## src/rtl/key_conditioner_if.sv

```systemverilog
// Key conditioner bus: raw asynchronous key inputs in, debounced levels and
// one-cycle command pulses out. master = key source/consumer, slave = conditioner.
interface key_conditioner_if #(
  parameter int N = 4
);
  logic [N-1:0] in;
  logic [N-1:0] level;
  logic [N-1:0] pulse;
  logic         any_pulse;

  modport master (output in, input level, pulse, any_pulse);
  modport slave  (input in, output level, pulse, any_pulse);
endinterface

```

## src/rtl/key_conditioner.sv

```systemverilog
// N-channel push-button front end: 2-FF sync, counter debounce, edge pulse.
// Optional auto-repeat of held keys when KEY_REPEAT_EN is defined.
module key_conditioner #(
  parameter int N          = 4,
  parameter int DB_CYCLES  = 1000,
  parameter int EDGE_MODE  = 0,
  parameter int REP_DELAY  = 5000,
  parameter int REP_PERIOD = 1000
) (
  input  logic             clk,
  input  logic             r,
  key_conditioner_if.slave kif
);

  localparam int            CW     = (DB_CYCLES > 1) ? $clog2(DB_CYCLES) : 1;
  localparam logic [CW-1:0] C_LAST = CW'(DB_CYCLES - 1);

  logic [N-1:0] w_level;
  logic [N-1:0] w_pulse;

  genvar gi;
  generate
    for (gi = 0; gi < N; gi++) begin : g_ch
      logic          r_s1;
      logic          r_s2;
      logic [CW-1:0] r_cnt;
      logic          r_level;
      logic          r_pulse;
      logic          w_flip;
      logic          w_match;
      logic          w_rep;

      assign w_flip = (r_s2 != r_level) && (r_cnt == C_LAST);

      // r_s2 is the level being adopted on a flip
      always_comb begin
        w_match = r_s2;
        case (EDGE_MODE)
          1:       w_match = ~r_s2;
          2:       w_match = 1'b1;
          default: w_match = r_s2;
        endcase
      end

`ifdef KEY_REPEAT_EN
      localparam int            RW      = $clog2(REP_DELAY + REP_PERIOD + 1);
      localparam logic [RW-1:0] RC_DLY  = RW'(REP_DELAY);
      localparam logic [RW-1:0] RC_WRAP = RW'(REP_DELAY + REP_PERIOD);

      logic [RW-1:0] r_rc;
      logic [RW-1:0] w_rc_inc;

      assign w_rc_inc = r_rc + 1'b1;
      assign w_rep    = r_level && ((w_rc_inc == RC_DLY) || (w_rc_inc == RC_WRAP));

      // Folding back to REP_DELAY keeps later repeats REP_PERIOD apart forever
      always_ff @(posedge clk) begin
        if (r || w_flip || !r_level) begin
          r_rc <= '0;
        end else if (w_rc_inc == RC_WRAP) begin
          r_rc <= RC_DLY;
        end else begin
          r_rc <= w_rc_inc;
        end
      end
`else
      // repeat feature compiled out: never fires
      assign w_rep = (REP_DELAY < 0) && (REP_PERIOD < 0);
`endif

      always_ff @(posedge clk) begin
        if (r) begin
          r_s1    <= 1'b0;
          r_s2    <= 1'b0;
          r_cnt   <= '0;
          r_level <= 1'b0;
          r_pulse <= 1'b0;
        end else begin
          r_s1    <= kif.in[gi];
          r_s2    <= r_s1;
          // a flip outranks a repeat falling due in the same cycle
          r_pulse <= w_flip ? w_match : w_rep;
          if (r_s2 == r_level) begin
            r_cnt <= '0;
          end else if (w_flip) begin
            r_level <= r_s2;
            r_cnt   <= '0;
          end else begin
            r_cnt <= r_cnt + 1'b1;
          end
        end
      end

      assign w_level[gi] = r_level;
      assign w_pulse[gi] = r_pulse;
    end
  endgenerate

  assign kif.level     = w_level;
  assign kif.pulse     = w_pulse;
  assign kif.any_pulse = |w_pulse;

endmodule

```

## src/flat_wrapper.sv

```systemverilog
// flat-port wrapper written by rule: the top's interface ports become plain ports
module key_conditioner_flat 
#(
  parameter int N          = 4,
  parameter int DB_CYCLES  = 1000,
  parameter int EDGE_MODE  = 0,
  parameter int REP_DELAY  = 5000,
  parameter int REP_PERIOD = 1000
)
  (clk, r, kif_in, kif_level, kif_pulse, kif_any_pulse);
  key_conditioner_if #(.N(N)) kif_i ();
  input  logic clk;
  input  logic r;
  input wire logic [$bits(kif_i.in)-1:0] kif_in;
  output wire logic [$bits(kif_i.level)-1:0] kif_level;
  output wire logic [$bits(kif_i.pulse)-1:0] kif_pulse;
  output wire logic [$bits(kif_i.any_pulse)-1:0] kif_any_pulse;
  assign kif_i.in = kif_in;
  assign kif_level = kif_i.level;
  assign kif_pulse = kif_i.pulse;
  assign kif_any_pulse = kif_i.any_pulse;
  key_conditioner #(.N(N), .DB_CYCLES(DB_CYCLES), .EDGE_MODE(EDGE_MODE), .REP_DELAY(REP_DELAY), .REP_PERIOD(REP_PERIOD)) u_core (.clk(clk), .r(r), .kif(kif_i));
endmodule
```

## config.mk

```make
export PLATFORM = sky130hd
export DESIGN_NAME = key_conditioner_flat
export DESIGN_NICKNAME = d
export VERILOG_FILES = /design/src/rtl/key_conditioner_if.sv /design/src/rtl/key_conditioner.sv /design/src/flat_wrapper.sv
export SDC_FILE = /design/constraint.sdc
export NUM_CORES = 1
export LEC_CHECK = 0
export ABC_AREA = 1
export CAP_MARGIN = 15
export CORE_ASPECT_RATIO = 0.8
export CORE_UTILIZATION = 47
export DETAILED_ROUTE_END_ITERATION = 8
export PLACE_DENSITY = 0.69
export SYNTH_ARGS = -nofsm -noshare
export SYNTH_HDL_FRONTEND = slang
export SYNTH_SLANG_ARGS = --single-unit
```

## constraint.sdc

```tcl
create_clock -name clk -period 1.4 [get_ports clk]
set_input_delay 0.28 -clock clk [delete_from_list [all_inputs] [get_ports clk]]
set_output_delay 0.28 -clock clk [all_outputs]
set_load 0.05 [all_outputs]
```

==> metrics.txt, run 1 <==
Worst R2R End=u_core.g_ch[0].r_cnt[4]; total global routing overflow=0; syn avg cell area=7.31 µm²; VDD IR max=0.664 mV; ANT nets after route=0; final setup margin=-0.218 ns; Core Area=5120 µm²; Clk pin slew, worst setup/hold paths=0.10 ns; CP startpoint=u_core.g_ch[2].r_pulse; RSZ-0062 raised after global routing=true; Avg WL per Cell=10.2 µm; worst hold start=u_core.g_ch[0].r_s1; Post-synth top cells=nand2_1, nor2_1, inv_1; critical path fanouts, max=2; Pleak=1.21 nW; post-route cell area=3020 µm²; number of buffers added on ports=14; Mapped Nets=362; clock latency on the worst-skew pair=0.31 ns; top-count cell post-synth=nand2_1; largest net degree at the start of global routing=18; drt total wl=4470 µm; hold depth=2; CTS Hold Buffers Added=0; fmax=618 MHz; share of the synthesized area in the top cell type=43.6%; # H-tree levels=2; Syn Inst Count=352; I/O pin total=15; routed vias=2040; pwr dens=908 nW/µm²; drt first-iter violations=65; gr usage total=16.5%; number of global-route vias before repair=1725; Crit Path Category=flip-flop to output pin; final setup fails=1; HP Class=flip-flop to flip-flop; period utilization=116%; synthesis-stage register bit count=56; antenna violations before repair=0; share of layout cells above drive strength 1=13.1%; max-cap viol count=0; main area contributors after synthesis=dfxtp_1, nand2_1, nor2_1, inv_1, xor2_1; Clock Tree Buf Depth=2; number of vias per cell=4.68; violated checks=setup timing; synth unique cells=22; ANT cells=0; Worst Path Required=1.12 ns; final clock skew=0.00978 ns; nets=383; Max Slew Vio Count=0; row count=23; ys async rst share=0%; post-synth top area cell=dfxtp_1; Worst Path Arrival=1.34 ns; Post-route DRC=0; TritonCTS buffer count=5; CTS sink cnt=56; Fin. Hold Viols=0; Worst-Margin Slew=0.324 ns; length of the first detailed-routing pass in iterations=6; DPL Wire Length=3280 µm; Chip Height=68.2 µm; area grow syn2layout=17.6%; Synth warnings=0; worst hold slack=0.409 ns; Endpoint, Worst Hold=u_core.g_ch[0].r_s2; cell area after synthesis=2570 µm²; minimum clock period=1.62 ns; Die Area=5780 µm²; DP Area=2860 µm²; number of flops mapped to enable cells by yosys=0; Setup crit end kind=output pin; r2r setup slk=0.11 ns; Die X=84.7 µm; RR Startpoint=u_core.g_ch[0].r_cnt[1]; GPL Wtd Cong=0.812; CTS root buffer=clkbuf_8; run status=finished with violations; starting density of the core=50.2%; Max-Slew Margin vs Limit=78.3%; startpoint types=flip-flop; first-pass GRT wire length=7390 µm; Post-synth top flop=dfxtp_1; cell count of the worst reg-to-reg path=5; CTS tree=built; sequential fraction of the synthesis area=43.6%
-- sequential cells by signal, summed over array words and instances (netlist names) --
signal,cells
u_core.g_ch.r_s1,4
u_core.g_ch.r_pulse,4
u_core.g_ch.r_s2,4
u_core.g_ch.r_level,4
u_core.g_ch.r_cnt,40
-- critical path, cell delays in order, from the launching register on --
cell,delay (ns)
dfxtp_2,0.33
or4_4,0.53
buf_6,0.17
-- layout make-up --
cell class,count,area (µm²)
clock buffers,5,68.8
clock inverters,3,42.5
flip-flops and latches,56,1120
multi-input cells,224,1170
well taps,62,77.6
inverters,62,233
repair buffers,24,309
fillers,456,2100
-- where the power goes --
group          switching [W]  internal (W)  total (W)
Sequential        0.00000660       0.00161    0.00161
Clock               0.000532      0.000530    0.00106
Combinational      0.0000374     0.0000340  0.0000714
-- metal layers --
metal | GRT usage [%] | vias to the layer above | wire length, µm
met2 | 26.2 | 24 | 2020
met1 | 21.7 | 907 | 2280
met4 | 6.14 | 0 | 38
met5 | 0 | - | 0
li1 | - | 1104 | -
met3 | 4.34 | 5 | 131
-- placed cells by master (no fill, tap or decap), types with 2 or more instances in the layout --
master,n
xnor2_1,9
nand2_1,69
nand3_2,4
nor3_2,2
nand3_1,21
buf_12,9
nand2_2,2
clkdlybuf4s50_1,5
nor3_1,4
ha_1,2
ha_2,2
clkbuf_8,5
dfxtp_1,54
inv_1,62
nor2_1,64
dfxtp_2,2
a21oi_1,4
nand4_1,15
buf_4,9
xor2_1,14
nor2_2,6
-- stage by stage --
stage	utilization, %	total power [W]	TNS (ns)	worst slack (ns)	cells
CTS	58.6	0.00277	-0.222	-0.222	436
global route	59.0	0.00285	-0.249	-0.249	436
finish	59.0	0.00275	-0.218	-0.218	436
detailed placement	55.9	0.00172	0	0.0176	426
global placement	55.9	0.00172	0	0.0516	426
floorplan	-	0.00169	0	0.0641	352
-- timing repair --
action                                  in CTS  in global routing
resized for setup                            4                  6
setup buffers                                2                  0
endpoints found under the setup margin       1                 15
-- how the worst max path moves through the flow --
stage                                   end  slack (ns)  cells after the start
finish                        kif_any_pulse       -0.22                      2
global route                  kif_any_pulse       -0.25                      2
CTS                           kif_any_pulse       -0.22                      2
detailed placement  u_core.g_ch[3].r_cnt[4]        0.02                      5
global placement    u_core.g_ch[3].r_cnt[6]        0.05                      5
floorplan                     kif_any_pulse        0.06                      1
-- logic make-up after synthesis --
kind of cell	after synthesis	synth area share, %
and+or+nand+nor	191	33.1
buffers and inverters	72	12.0
DFF	56	43.6
xor gates and xnor gates	23	7.83
AOI/OAI and AO/OA	6	1.51
adders and majority gates	4	1.95
(Power assumes the default switching activity.)
==> inputs of run 2 (changes only) <==
--- a/config.mk
+++ b/config.mk
@@ -8,9 +8,10 @@
 export ABC_AREA = 1
 export CAP_MARGIN = 15
 export CORE_ASPECT_RATIO = 0.8
-export CORE_UTILIZATION = 47
+export CORE_UTILIZATION = 50
+export CTS_CLUSTER_DIAMETER = 120
 export DETAILED_ROUTE_END_ITERATION = 8
-export PLACE_DENSITY = 0.69
+export PLACE_DENSITY = 0.73
 export SYNTH_ARGS = -nofsm -noshare
 export SYNTH_HDL_FRONTEND = slang
 export SYNTH_SLANG_ARGS = --single-unit
==> run 2 against run 1 <==
  * The flow still finishes with violations (setup timing)
  * Sequential share of layout area about the same
  * Highest routed layer unchanged
  * Critical endpoint unchanged
  * Non-clock buffer count down 1
  * Clock power up 8%
  * Sequential cell count unchanged
  * Combinational power down 8.8%
  * Sequential power about the same
  * Register-to-register slack hardly changed
==> metrics.txt, run 2 (same netlist as run 1, synthesis figures left out) <==
first-pass GRT wire length=7890 µm; commonest non-fill, non-tap cells in the layout=nand2_1, nor2_1, inv_1, dfxtp_1, nand3_1; clock latency on the worst-skew pair=0.31 ns; HP Class=flip-flop to flip-flop; minimum clock period=1.61 ns; Crit Path Category=flip-flop to output pin; DPL Wire Length=3220 µm; final setup fails=1; Clock Tree Buf Depth=2; number of buffers added on ports=14; Core Area=4760 µm²; VDD IR max=0.685 mV; starting density of the core=54.0%; final setup margin=-0.207 ns; worst hold slack=0.413 ns; GPL Wtd Cong=0.872; gr usage total=19.1%; Clk pin slew, worst setup/hold paths=0.09 ns; pwr dens=932 nW/µm²; Die X=82.2 µm; share of layout cells above drive strength 1=12.9%; number of global-route vias before repair=1850; max reg flops=40; CTS root buffer=clkbuf_8; Max Slew Vio Count=0; worst hold start=u_core.g_ch[1].r_s1; final core occ=63.5%; Avg WL per Cell=10.0 µm; number of vias per cell=4.62; ANT cells=0; run status=finished with violations; Most flops, register=u_core.g_ch.r_cnt; hold depth=2; routed vias=1999; row count=22; max-cap viol count=0; drt first-iter violations=66; cell count of the worst reg-to-reg path=6; DP Worst Slack=-0.180 ns; Endpoint, Worst Hold=u_core.g_ch[1].r_s2; length of the first detailed-routing pass in iterations=4; Worst Path Required=1.12 ns; Chip Height=66.2 µm; Worst R2R End=u_core.g_ch[0].r_cnt[5]; fmax=622 MHz; startpoint types=flip-flop; CTS sink cnt=56; Worst Path Arrival=1.33 ns; period utilization=115%; total global routing overflow=0; Worst-Margin Slew=0.439 ns; drt total wl=4340 µm; critical path fanouts, max=2; Max-Slew Margin vs Limit=70.7%; I/O pin total=15; RR Startpoint=u_core.g_ch[0].r_cnt[1]; ANT nets after route=0; commonest non-fill, non-tap cell in the layout=nand2_1; largest net degree at the start of global routing=17; antenna violations before repair=0; area grow syn2layout=17.5%; TritonCTS buffer count=5; Fin. Hold Viols=0; Pleak=1.20 nW; total negative slack=-0.207 ns; violated checks=setup timing; CTS tree=built; RSZ-0062 raised after global routing=true; Setup crit end kind=output pin; # H-tree levels=2; CTS Hold Buffers Added=0; Post-route DRC=0; nets=382; final clock skew=0.00544 ns; r2r setup slk=0.11 ns; Die Area=5440 µm²
run 2: cell count changes in the layout (fill, tap and decap cells not counted), sizes merged:
cell / previous run / this run
clkbuf: 5 / 7
buf: 19 / 18
clkinv: 1 / 0
clkinvlp: 1 / 0
run 2: stage by stage:
| step | total power (W) | area, µm² | cells |
|---|---|---|---|
| after floorplan | 0.00169 | 2570 | 352 |
| after global placement | 0.00171 | 2840 | 423 |
| after detailed placement | 0.00171 | 2840 | 423 |
| after CTS | 0.00285 | 3000 | 433 |
| after global routing | 0.00293 | 3020 | 433 |
| final | 0.00282 | 3020 | 433 |
run 2: worst max path at each step:
| stage | from | endpoint | slack [ns] |
|---|---|---|---|
| 6_report | u_core.g_ch[2].r_pulse | kif_any_pulse | -0.21 |
| 5_1_grt | u_core.g_ch[2].r_pulse | kif_any_pulse | -0.24 |
| 4_1_cts | u_core.g_ch[2].r_pulse | kif_any_pulse | -0.22 |
| 3_5_place_dp | r | u_core.g_ch[2].r_cnt[5] | -0.18 |
| 3_3_place_gp | r | u_core.g_ch[2].r_cnt[9] | -0.08 |
| 2_1_floorplan | u_core.g_ch[2].r_pulse | kif_any_pulse | 0.06 |
run 2: metal layers:
metal	track usage, %	part of all wire [%]
met1	26.3	52
met2	29.1	43
met3	4.55	3.7
met4	6.58	1.1
met5	0	0
run 2: power by group:
group	switching [W]	leakage, nW	internal (W)
combinational	0.0000362	0.681	0.0000289
sequential	0.00000675	0.454	0.00161
clock	0.000507	0.0645	0.000632
total	0.000550	1.20	0.00227
run 2: what timing repair did:
item                       4_1_cts  5_1_grt
hold endpoints to repair         0        0
resized for setup                5        6
pin swaps                        0        1
setup buffers                    2        0
setup endpoints to repair        1       13
run 2: area by class of cell:
| class | count | area [µm²] |
|---|---|---|
| flip-flops and latches | 56 | 1120 |
| fillers | 429 | 1740 |
| clock buffers | 7 | 96.3 |
| clock inverters | 1 | 30.0 |
| multi-input cells | 224 | 1170 |
| well taps | 60 | 75.1 |
| repair buffers | 23 | 293 |
| inverters | 62 | 233 |
run 2: critical path, cell delays in order (launching register included):
cell and delay, ns:
dfxtp_2 0.33, or4_4 0.53, buf_8 0.16
